### config.mk
export PLATFORM = sky130hd
export DESIGN_NAME = hazard_ctrl
export DESIGN_NICKNAME = d
export VERILOG_FILES = /design/src/rtl/hazard_ctrl.sv
export SDC_FILE = /design/constraint.sdc
export NUM_CORES = 1
export LEC_CHECK = 0
export ABC_CLOCK_PERIOD_IN_PS = 6450
export BUFFER_PORTS_ARGS = -buffer_cell sky130_fd_sc_hd__buf_2
export CORE_AREA = 2 2 93 95
export CTS_CLUSTER_DIAMETER = 200
export DETAILED_ROUTE_END_ITERATION = 10
export DIE_AREA = 0 0 95 97
export HOLD_SLACK_MARGIN = 0.05
export PLACE_DENSITY = 0.77
export SYNTH_ARGS = -nofsm -noshare
export SYNTH_HDL_FRONTEND = slang
export SYNTH_SLANG_ARGS = --single-unit
### constraint.sdc
create_clock -name Clk -period 6.45 [get_ports Clk]
set_input_delay 0.3225 -clock Clk [delete_from_list [all_inputs] [get_ports Clk]]
set_output_delay 0.3225 -clock Clk [all_outputs]
set_load 0.01 [all_outputs]
### src/rtl/hazard_ctrl.sv
// Pipeline hazard sequencer: load-use stalls, multi-cycle redirect flushes,
// memory-wait freeze and saturating stall/flush event counters.
module hazard_ctrl #(
  parameter int FLUSH_CYCLES = 2,
  parameter int CNT_WIDTH    = 32
) (
  input  logic                 Clk,
  input  logic                 Reset_n,
  input  logic [4:0]           IF_Rs1_addr,
  input  logic [4:0]           IF_Rs2_addr,
  input  logic                 IF_Uses_rs1,
  input  logic                 IF_Uses_rs2,
  input  logic [4:0]           ID_Rd_addr,
  input  logic                 ID_Mem_rd_en,
  input  logic                 EX_Redirect,
  input  logic                 Mem_req,
  input  logic                 Mem_ready,
  input  logic                 Cnt_clr,
  output logic                 PC_Stall,
  output logic                 IF_Stall,
  output logic                 ID_Stall,
  output logic                 IF_Flush,
  output logic                 ID_Flush,
  output logic                 Pipe_Freeze,
  output logic [1:0]           Hazard_state,
  output logic [CNT_WIDTH-1:0] Stall_count,
  output logic [CNT_WIDTH-1:0] Flush_count
);

  typedef enum logic [1:0] {
    RUN      = 2'd0,
    FLUSH    = 2'd1,
    MEM_WAIT = 2'd2
  } hz_state_t;

  localparam logic [3:0] FC_RELOAD = 4'(FLUSH_CYCLES - 1);
  localparam logic [CNT_WIDTH-1:0] CNT_ONE = {{(CNT_WIDTH-1){1'b0}}, 1'b1};

  function automatic logic [CNT_WIDTH-1:0] sat_inc(input logic [CNT_WIDTH-1:0] v);
    return (&v) ? v : v + CNT_ONE;
  endfunction

  hz_state_t  state, state_nxt;
  hz_state_t  ret, ret_nxt;
  logic [3:0] fcnt, fcnt_nxt;

  logic lu, mw, flush_evt;
  logic pc_stall_c, if_stall_c, id_stall_c, if_flush_c, id_flush_c, freeze_c;

  assign lu = ID_Mem_rd_en && (ID_Rd_addr != 5'd0) &&
              ((IF_Uses_rs1 && (IF_Rs1_addr == ID_Rd_addr)) ||
               (IF_Uses_rs2 && (IF_Rs2_addr == ID_Rd_addr)));
  assign mw = Mem_req & ~Mem_ready;

  // Next-state and same-cycle control decode; freeze > flush > load-use
  always_comb begin
    state_nxt  = state;
    ret_nxt    = ret;
    fcnt_nxt   = fcnt;
    flush_evt  = 1'b0;
    pc_stall_c = 1'b0;
    if_stall_c = 1'b0;
    id_stall_c = 1'b0;
    if_flush_c = 1'b0;
    id_flush_c = 1'b0;
    freeze_c   = 1'b0;
    case (state)
      RUN: begin
        if (mw) begin
          freeze_c   = 1'b1;
          pc_stall_c = 1'b1;
          if_stall_c = 1'b1;
          state_nxt  = MEM_WAIT;
          ret_nxt    = RUN;
        end else if (EX_Redirect) begin
          if_flush_c = 1'b1;
          id_flush_c = 1'b1;
          flush_evt  = 1'b1;
          if (FLUSH_CYCLES > 1) begin
            state_nxt = FLUSH;
            fcnt_nxt  = FC_RELOAD;
          end
        end else if (lu) begin
          pc_stall_c = 1'b1;
          if_stall_c = 1'b1;
          id_stall_c = 1'b1;
        end
      end
      FLUSH: begin
        if (mw) begin
          // fcnt is held so the remaining flush cycles resume after the wait
          freeze_c   = 1'b1;
          pc_stall_c = 1'b1;
          if_stall_c = 1'b1;
          state_nxt  = MEM_WAIT;
          ret_nxt    = FLUSH;
        end else begin
          if_flush_c = 1'b1;
          id_flush_c = 1'b1;
          if (EX_Redirect) begin
            flush_evt = 1'b1;
            fcnt_nxt  = FC_RELOAD;
          end else if (fcnt <= 4'd1) begin
            state_nxt = RUN;
            fcnt_nxt  = 4'd0;
          end else begin
            fcnt_nxt  = fcnt - 4'd1;
          end
        end
      end
      MEM_WAIT: begin
        // Redirects are ignored here: EX is held and re-presents them later
        if (mw) begin
          freeze_c   = 1'b1;
          pc_stall_c = 1'b1;
          if_stall_c = 1'b1;
        end else begin
          state_nxt = ret;
        end
      end
      default: begin
        state_nxt = RUN;
        ret_nxt   = RUN;
        fcnt_nxt  = 4'd0;
      end
    endcase
  end

  always_ff @(posedge Clk or negedge Reset_n) begin
    if (!Reset_n) begin
      state <= RUN;
      ret   <= RUN;
      fcnt  <= 4'd0;
    end else begin
      state <= state_nxt;
      ret   <= ret_nxt;
      fcnt  <= fcnt_nxt;
    end
  end

  always_ff @(posedge Clk or negedge Reset_n) begin
    if (!Reset_n) begin
      Stall_count <= '0;
      Flush_count <= '0;
    end else if (Cnt_clr) begin
      Stall_count <= '0;
      Flush_count <= '0;
    end else begin
      if (pc_stall_c) Stall_count <= sat_inc(Stall_count);
      if (flush_evt)  Flush_count <= sat_inc(Flush_count);
    end
  end

  // All controls read 0 while reset is asserted
  assign PC_Stall     = Reset_n & pc_stall_c;
  assign IF_Stall     = Reset_n & if_stall_c;
  assign ID_Stall     = Reset_n & id_stall_c;
  assign IF_Flush     = Reset_n & if_flush_c;
  assign ID_Flush     = Reset_n & id_flush_c;
  assign Pipe_Freeze  = Reset_n & freeze_c;
  assign Hazard_state = Reset_n ? state : RUN;

endmodule

==> results.sh <==
export IMPL_synth_edff_count=0
export IMPL_drt_iter0_drc=149
export IMPL_finClkSkew_ns=0.0119
export IMPL_cts_hold_buf=0
export IMPL_htree_levels=3
export IMPL_final_min_clock_period_ns=2.95
export IMPL_cts_setup_buffers=0
export IMPL_n_antenna_cell=0
export IMPL_tns_ns=0
export IMPL_grt_overflow_total=0
export IMPL_grt_pass1_wl_mm=17.9
export IMPL_setup_viol=0
export IMPL_grt_pass1_vias=3742
export IMPL_wl_per_cell_microns=16.0
export IMPL_async_flop_share=1.00
export IMPL_numClockSinks=71
export IMPL_report_power_total_w=0.00114
export IMPL_yosys_warnings=0
export IMPL_pre_cts_ws_ns=3.49
export IMPL_seq_area_sq_um=1780
export IMPL_yosys_top_cells_area="dfrtp_1 (42%), xnor2_1 (5.1%), a21oi_1 (4.6%)"
export IMPL_wl_mm=10.8
export IMPL_syn_nets=510
export IMPL_reg2reg_setup_slack_ns=3.50
export IMPL_numCtsBuffers=9
export IMPL_rsz0062_at_grt="no"
export IMPL_synth_top_cell_by_area="dfrtp_1"
export IMPL_syn_area_sq_um=4280
export IMPL_worstPathMaxFanout=47
export IMPL_antenna_found_initial=0
export IMPL_crit_path_start_kind="flop"
export IMPL_relSlewSlack=0.448
export IMPL_slew_violations=0
export IMPL_initial_utilization=0.526
export IMPL_cp_required_ns=6.72
export IMPL_cts_tree="done"
export IMPL_cts_root_buf="clkbuf_8"
export IMPL_die_height_microns=97
export IMPL_multiInputGateArea_sq_um=2320
export IMPL_finalHoldViolCount=0
export IMPL_hold_class="primary input to async pin"
export IMPL_worstMarginPinSlew_ns=0.825
export IMPL_yosysSeqAreaShare=0.415
export IMPL_fillers=719
export IMPL_power_per_cell_area_nw_per_um2=228
export IMPL_io_buffers=95
export IMPL_grtUsageTotal=0.242
export IMPL_fp_dieW_microns=95
export IMPL_critPathMaxStageDelay_ns=0.72
export IMPL_clk_latency_ns=0.35
export IMPL_avgSynthCellArea_sq_um=8.95
export IMPL_core_area_sq_um=8130
export IMPL_synthTopCellsByCount="dfrtp_1 (71), nor2_1 (46), a21oi_1 (39)"
export IMPL_p_leak_nw=2.28
export IMPL_synth_ff_type="dfrtp_1"
export IMPL_rows=33
export IMPL_postCtsResizedCells=0
export IMPL_max_cap_violations=0
export IMPL_cts_buffer_depth=2
export IMPL_io_pins=96
export IMPL_worstReg2RegEnd="Stall_count[29]"
export IMPL_fmax_mhz=338
export IMPL_ant_nets=0
export IMPL_crit_chain="inv_1 -> ha_1 -> nor2b_1 -> o211ai_2 -> a21oi_2 -> nand3_2 -> or4_1 -> a21oi_1"
export IMPL_vias=3997
export IMPL_via_per_inst=5.95
export IMPL_synth_most_common_cell="dfrtp_1"
export IMPL_fin_nets=595
export IMPL_synth_cell_types=52
export IMPL_worstSetupPathType="flop to flop"
export IMPL_synthToLayoutAreaGrowth_pct=17.1
export IMPL_synth_cells=478
export IMPL_cp_end_kind="flop"
export IMPL_crit_reg2reg_launch="state[1]"
export IMPL_dpl_hpwl_mm=7.55
export IMPL_grt_max_degree=66
export IMPL_worst_slack_ns=3.50
export IMPL_dr_pass1_iters=4
export IMPL_clk_pin_slew_ns=0.08
export IMPL_cp_slowest_cell="or4_1"
export IMPL_finalCritPeriodShare=0.458
export IMPL_worst_ep_arrival_time_ns=3.22
export IMPL_drc=0
export IMPL_reg2regPathDepth=8
export IMPL_synth_top_area_frac=0.415
export IMPL_drive_above_1_share=0.226
export IMPL_gp_congestion=0.849
export IMPL_ir_drop_v=0.000141
export IMPL_status="finished, final reports clean"
export IMPL_ys_ff_latch=71
export IMPL_dieArea_sq_um=9220
==> layer usage <==
layer	GRT usage	routed length (microns)	vias up
met3	0.0545	702	22
met4	0.0736	182	0
met1	0.318	4670	1924
li1	-	-	1915
met5	0	0	-
met2	0.397	5210	136
==> layout by cell type, fill, tap and decap left out, types with 4 or more instances in the layout <==
master    count
buf_2        95
dfrtp_1      71
nor2_1       46
a21oi_1      39
nand2_1      37
nand4_1      27
xnor2_1      25
o21ai_0      23
nand3_1      23
and3_1       18
or3_1        17
o31ai_1      14
xor2_1       14
inv_1        13
or4_1        13
clkbuf_8     10
and2_1        9
ha_1          8
nor3_1        7
and4_1        5
nor4_1        5
nand2b_1      4
==> logic make-up after synthesis <==
logic type / count (synthesis) / synth area share
AOI/OAI and AO/OA: 93 / 0.131
xor gates and xnor gates: 39 / 0.0798
adders and majority gates: 8 / 0.0234
buffers and inverters: 36 / 0.0430
DFF: 71 / 0.415
muxes: 3 / 0.00731
and+or+nand+nor: 228 / 0.300
==> power by group <==
group          total (W)  leakage [nW]  switching [W]  internal [W]
Combinational   0.000220          1.18       0.000140     0.0000804
Sequential      0.000482         0.985      0.0000202      0.000462
Clock           0.000441         0.119       0.000175      0.000266
==> critical path: cells and delay by family (launching register included) <==
family | cells | cell delay [ns]
compound gates | 3 | 0.51
flops | 1 | 0.44
simple gates | 3 | 1.55
buf+inv | 1 | 0.11
fa+ha+maj | 1 | 0.27
==> area by class of cell <==
class	instances	area share
clock buffers	10	0.0275
clock inverters	5	0.0212
inverters	13	0.00974
multi-input cells	371	0.463
flip-flops and latches	71	0.355
well taps	105	0.0262
repair buffers	97	0.0979
==> how the worst max path moves through the flow <==
stage,startpoint,to,slack (ns)
after global placement,state[1],Stall_count[27],3.68
after global routing,state[1],Stall_count[16],3.20
after detailed placement,state[1],Stall_count[18],3.49
final,state[1],Stall_count[29],3.50
after floorplan,state[1],Stall_count[16],4.31
after CTS,state[1],Stall_count[29],3.47
==> stage by stage <==
| stage | instance area, sq um | cells | util | hold WS [ns] |
|---|---|---|---|---|
| 2_1_floorplan | 4280 | 478 | - | 0.0269 |
| 3_3_place_gp | 4760 | 657 | 0.586 | 0.446 |
| 3_5_place_dp | 4760 | 657 | 0.586 | 0.453 |
| 4_1_cts | 5010 | 672 | 0.616 | 0.0846 |
| 5_1_grt | 5010 | 672 | 0.616 | 0.104 |
| 6_report | 5010 | 672 | 0.616 | 0.0656 |
==> registers in the layout, indices dropped and copies added (netlist names) <==
signal / flops
Flush_count: 32
Stall_count: 32
fcnt: 4
ret: 1
state: 2
Power figures use the tool's default switching activity.
